==> src/rtl/module_display_scan.sv <==
// Captures a/b/m on load strobes, converts to BCD by sequential double-dabble,
// and scans the result onto a 4-digit common-anode seven-segment display.
module module_display_scan #(
  parameter int unsigned REFRESH_CYCLES = 27000
) (
  input  logic       clk,
  input  logic       rst,
  input  logic       load_a,
  input  logic       load_b,
  input  logic       load_m,
  input  logic [3:0] a,
  input  logic [3:0] b,
  input  logic [7:0] m,
  output logic [3:0] anodo,
  output logic [6:0] catodo,
  output logic       conv_busy
);

  localparam int unsigned CW = (REFRESH_CYCLES > 1) ? $clog2(REFRESH_CYCLES) : 1;

  typedef enum logic [1:0] {ST_IDLE, ST_SHIFT, ST_DONE} state_t;
  typedef enum logic [1:0] {SRC_NONE, SRC_A, SRC_B, SRC_P} src_t;

  state_t      r_state, w_state_nxt;
  logic [7:0]  r_bin;
  logic [11:0] r_bcd, w_adj;
  logic [2:0]  r_iter;
  src_t        r_pend, r_disp_src, w_load_src, w_src_show;
  logic [11:0] r_disp_bcd, w_bcd_show;
  logic [7:0]  w_load_val;
  logic        w_strobe, w_disp_upd;
  logic [CW-1:0] r_cnt;
  logic [1:0]  r_dig;
  logic [6:0]  w_seg;

  function automatic logic [6:0] f_seg(input logic [3:0] d);
    case (d)
      4'd0:    f_seg = 7'b1000000;
      4'd1:    f_seg = 7'b1111001;
      4'd2:    f_seg = 7'b0100100;
      4'd3:    f_seg = 7'b0110000;
      4'd4:    f_seg = 7'b0011001;
      4'd5:    f_seg = 7'b0010010;
      4'd6:    f_seg = 7'b0000010;
      4'd7:    f_seg = 7'b1111000;
      4'd8:    f_seg = 7'b0000000;
      4'd9:    f_seg = 7'b0010000;
      default: f_seg = 7'b1111111;
    endcase
  endfunction

  assign w_strobe = load_a | load_b | load_m;

  always_comb begin
    w_load_val = '0;
    w_load_src = SRC_NONE;
    if (load_m) begin
      w_load_val = m;
      w_load_src = SRC_P;
    end else if (load_b) begin
      w_load_val = {4'b0000, b};
      w_load_src = SRC_B;
    end else if (load_a) begin
      w_load_val = {4'b0000, a};
      w_load_src = SRC_A;
    end
  end

  always_comb begin
    w_adj = r_bcd;
    for (int unsigned i = 0; i < 3; i++) begin
      if (r_bcd[4*i +: 4] >= 4'd5) w_adj[4*i +: 4] = r_bcd[4*i +: 4] + 4'd3;
    end
  end

  always_ff @(posedge clk) begin
    if (rst) r_state <= ST_IDLE;
    else     r_state <= w_state_nxt;
  end

  // A strobe always restarts; a strobe landing in DONE drops the finished result.
  always_comb begin
    w_state_nxt = r_state;
    w_disp_upd  = 1'b0;
    case (r_state)
      ST_IDLE:  if (w_strobe) w_state_nxt = ST_SHIFT;
      ST_SHIFT: begin
        if (w_strobe)              w_state_nxt = ST_SHIFT;
        else if (r_iter == 3'd7)   w_state_nxt = ST_DONE;
      end
      ST_DONE: begin
        if (w_strobe) begin
          w_state_nxt = ST_SHIFT;
        end else begin
          w_state_nxt = ST_IDLE;
          w_disp_upd  = 1'b1;
        end
      end
      default:  w_state_nxt = ST_IDLE;
    endcase
  end

  assign conv_busy = (r_state != ST_IDLE);

  always_ff @(posedge clk) begin
    if (rst) begin
      r_bin      <= '0;
      r_bcd      <= '0;
      r_iter     <= '0;
      r_pend     <= SRC_NONE;
      r_disp_bcd <= '0;
      r_disp_src <= SRC_NONE;
    end else if (w_strobe) begin
      r_bin  <= w_load_val;
      r_bcd  <= '0;
      r_iter <= '0;
      r_pend <= w_load_src;
    end else begin
      if (r_state == ST_SHIFT) begin
        {r_bcd, r_bin} <= {w_adj, r_bin} << 1;
        r_iter         <= r_iter + 3'd1;
      end
      if (w_disp_upd) begin
        r_disp_bcd <= r_bcd;
        r_disp_src <= r_pend;
      end
    end
  end

  // Segments are decoded from the value the display registers take this edge,
  // so a finished conversion is visible on the same edge it is committed.
  assign w_bcd_show = w_disp_upd ? r_bcd  : r_disp_bcd;
  assign w_src_show = w_disp_upd ? r_pend : r_disp_src;

  always_comb begin
    w_seg = 7'b1111111;
    case (r_dig)
      2'd0: w_seg = f_seg(w_bcd_show[3:0]);
      2'd1: if (w_bcd_show[11:4] != 8'd0) w_seg = f_seg(w_bcd_show[7:4]);
      2'd2: if (w_bcd_show[11:8] != 4'd0) w_seg = f_seg(w_bcd_show[11:8]);
      default: begin
        case (w_src_show)
          SRC_A:   w_seg = 7'b0001000;
          SRC_B:   w_seg = 7'b0000011;
          SRC_P:   w_seg = 7'b0001100;
          default: w_seg = 7'b1111111;
        endcase
      end
    endcase
  end

  always_ff @(posedge clk) begin
    if (rst) begin
      r_cnt  <= '0;
      r_dig  <= '0;
      anodo  <= '1;
      catodo <= '1;
    end else begin
      anodo  <= ~(4'b0001 << r_dig);
      catodo <= w_seg;
      if (r_cnt == CW'(REFRESH_CYCLES - 1)) begin
        r_cnt <= '0;
        r_dig <= r_dig + 2'd1;
      end else begin
        r_cnt <= r_cnt + 1'b1;
      end
    end
  end

endmodule

==> config.mk <==
export PLATFORM = sky130hd
export DESIGN_NAME = module_display_scan
export DESIGN_NICKNAME = d
export VERILOG_FILES = /design/src/rtl/module_display_scan.sv
export SDC_FILE = /design/constraint.sdc
export NUM_CORES = 1
export LEC_CHECK = 0
export CORE_MARGIN = 5
export CORE_UTILIZATION = 45
export CTS_CLUSTER_SIZE = 40
export DETAILED_ROUTE_END_ITERATION = 8
export PLACE_DENSITY = 0.72
export SYNTH_ARGS = -nofsm -noshare
export SYNTH_HDL_FRONTEND = slang
export SYNTH_SLANG_ARGS = --single-unit
==> constraint.sdc <==
create_clock -name clk -period 7.75 [get_ports clk]
set_input_delay 1.55 -clock clk [delete_from_list [all_inputs] [get_ports clk]]
set_output_delay 1.55 -clock clk [all_outputs]
set_load 0.01 [all_outputs]
==> flow_metrics.py <==
metrics = {
    "setup_path": {
        "r2r_cells": 9,
        "crit_cells": 11,
        "critPathBufInv": 2,
        "required_ps": 8030,
        "critPathMostFrequentCell": "nand2_1",
        "cp-end-kind": "register",
        "r2r_start": "r_state[1]",
        "crit_start": "load_m",
        "cpMaxStageDelayCell": "clkdlybuf4s50_1",
        "ff2ff_setup_slack_ps": 4110,
        "critPathArrivalTime_ps": 5310,
        "critical_path.top_delay_family": "compound AO/OA/AOI/OAI gates",
        "cpPeakStageDelay_ps": 660,
        "worstSetupPathType": "primary input to register",
        "crit_path_max_fanout": 29,
        "startpoint_type": "primary input",
        "crit_end": "catodo[2]",
        "path_cells": "clkdlybuf4s50_1, nor3_2, buf_4, nand2_1, a21oi_1, ha_1, nand2_1, o311a_1, a31oi_1, o211ai_1, a32oi_1",
        "rr_endpoint": "catodo[2]",
    },
    "synthesis": {
        "yosysMostFrequentCell": "nor2_1",
        "synth-adder-area-share_pct": 9.03,
        "synth-compound-area-share_pct": 21.3,
        "yosysTopAreaCellShare_pct": 33.2,
        "synth_edf_count": 0,
        "yosys-top-cells-area": "dfxtp_1 (33%), ha_1 (9.0%), nor2_1 (6.7%)",
        "yosys_most_used_dff": "dfxtp_1",
        "synthSimpleGateAreaFrac_pct": 22.7,
        "netlist_instances": 528,
        "synth_common_cells": "nor2_1 (74), dfxtp_1 (69), nand2_1 (42), a21oi_1 (40), o21ai_0 (40)",
        "ys.warnings.count": 0,
        "muxShareOfSynthArea_pct": 3.46,
        "synth_top_family_by_area": "simple AND/OR/NAND/NOR gates",
        "yosys.area.top_type": "dfxtp_1",
        "syn_area_mm2": 0.00416,
        "syn_avg_cell_area_um2": 7.87,
        "async_reset_ff_share_pct": 0,
        "synth_xor_area_share_pct": 4.63,
        "synth-seq-cells": 69,
        "synth_nets": 579,
        "ys_seq_area_share_pct": 33.2,
        "synth_cell_types": 60,
    },
    "grt": {
        "grt_pass1_wl_mm": 17.0,
        "grt_pass1_vias": 3669,
        "grt_max_degree": 40,
        "grt_overflow": 0,
        "grt_antenna_before_repair": 0,
        "grt_usage_pct": 18.5,
    },
    "power_and_ir_drop": {
        "power.leakage_nw": 1.80,
        "peakVddDrop_mv": 0.0918,
        "power_w": 0.000706,
        "power_per_cell_area_mw_per_mm2": 151,
    },
    "hold_path": {
        "hp-class": "register to register",
    },
    "routing": {
        "drt_iter0_markers": 284,
        "vias_per_cell": 5.77,
        "wl_per_cell_um": 15.4,
        "vias": 3767,
        "wirelength_mm": 10.0,
        "drtPass1Iterations": 5,
        "remaining_drc_errors": 0,
        "ant_nets": 0,
    },
    "floorplan": {
        "die_y_um": 106,
        "initial_utilization_pct": 45.6,
        "num_rows": 35,
        "die_w_um": 106,
        "core_mm2": 0.00911,
        "io_pins": 33,
        "dieArea_mm2": 0.0113,
    },
    "sta": {
        "setup_viol": 0,
        "tightest_slew_ps": 986,
        "rsz0062_at_grt": "no",
        "fin_ws_ps": 2720,
        "maxSlewHeadroom_pct": 34.2,
        "finalHoldViolations": 0,
        "min_period_over_period_pct": 64.9,
        "clock.fmax_ghz": 0.199,
        "period_minus_slack_ps": 5030,
        "fin_skew_ps": 8.96,
        "slew_violations": 0,
        "whs_ps": 443,
        "setup-tns-final_ps": 0,
    },
    "clocking": {
        "clock-root-buffer": "clkbuf_8",
        "ctsResizeCount": 0,
        "clkLatencyLatePin_ps": 350,
        "cts_max_level": 3,
        "cts_tree": "done",
        "cts.sink_count": 69,
        "cts.hold.buffers_added": 0,
        "postCtsSetupBuffers": 0,
        "cts_made_buffers": 9,
        "clkTransAtPathRegs_ps": 80,
        "cts_buffer_depth": 2,
    },
    "cells_and_area": {
        "final_nets": 588,
        "drive_above_1_share_pct": 4.24,
        "antennaDiodeCount": 0,
        "nFillCells": 877,
        "syn_to_final_growth_pct": 12.4,
        "final_util_pct": 51.3,
    },
    "outcome": {
        "status": "finished clean",
    },
    "place": {
        "dp.final_hpwl_mm": 7.16,
        "place_ws_ps": 2450,
        "port_buffers": 32,
        "gp_routability_congestion": 0.939,
    },
    "run": {
        "maxCapViolations": 0,
    },
}
-- area by class of cell --
class | count | area [µm²] | share of cell area [%]
repair buffers | 34 | 335 | 7.18
inverters | 21 | 78.8 | 1.69
multi-input cells | 402 | 2540 | 54.3
clock buffers | 9 | 124 | 2.65
well taps | 111 | 139 | 2.97
flip-flops and latches | 69 | 1380 | 29.6
clock inverters | 7 | 75.1 | 1.61
-- worst register-to-register path, cell delays in order (launching register included) --
cell and delay [ps]:
dfxtp_1 400, nor2b_1 480, nand2_1 700, a21oi_1 540, ha_1 430, nand2_1 170
o311a_1 310, a31oi_1 210, o211ai_1 130, a32oi_1 200
-- state kept, by name, indices dropped and copies added, names as in the netlist --
signal and cells:
r_disp_bcd 12, r_pend 2, r_bcd 12, r_dig 2
anodo 4, r_iter 3, r_cnt 15, catodo 7
r_disp_src 2, r_state 2, r_bin 8
-- where the power goes --
group / total [W] / internal, W / switching (W)
Combinational: 0.0000445 / 0.0000221 / 0.0000224
Sequential: 0.000365 / 0.000361 / 0.00000373
Clock: 0.000297 / 0.000150 / 0.000147
-- worst min-delay path by stage --
stage	cells after the start	endpoint	startpoint	slack [ps]
final	1	r_cnt[0]	r_cnt[0]	440
after global routing	2	r_iter[1]	r_iter[1]	490
after global placement	1	r_cnt[0]	r_cnt[0]	420
after CTS	1	r_cnt[0]	r_cnt[0]	440
after floorplan	1	r_cnt[0]	r_cnt[0]	410
after detailed placement	1	r_cnt[0]	r_cnt[0]	430
-- cells by family (layout without fill, tap and decap cells) --
group / count (synthesis) / count (layout)
flops: 69 / 69
fa+ha+maj: 30 / 30
xor+xnor: 22 / 22
buf+inv: 57 / 71
compound gates: 141 / 141
simple gates: 195 / 195
mux: 14 / 14
-- stage by stage --
stage / instances / area (µm²)
after floorplan: 528 / 4160
after global placement: 637 / 4470
after detailed placement: 637 / 4470
after CTS: 653 / 4670
after global routing: 653 / 4670
final: 653 / 4670
-- placed cells by master (no fill, tap or decap), drive strengths merged, types with 11 or more instances in the layout --
master / netlist / final
nor2: 75 / 75
dfxtp: 69 / 69
nand2: 42 / 42
a21oi: 40 / 40
o21ai: 40 / 40
clkdlybuf4s50: 0 / 32
ha: 30 / 30
inv: 21 / 22
nand2b: 17 / 17
nand3: 13 / 13
xnor2: 13 / 13
mux2i: 11 / 11
nor3: 11 / 11
-- routing by layer --
metal / vias up / global-route usage, % / part of all wire (%) / wire length (µm)
li1: 1875 / - / - / -
met1: 1728 / 21.8 / 43 / 4320
met2: 135 / 31.1 / 48 / 4800
met3: 29 / 4.19 / 5.9 / 596
met4: 0 / 9.99 / 3.3 / 327
met5: - / 0 / 0 / 0
(Power assumes the default switching activity.)
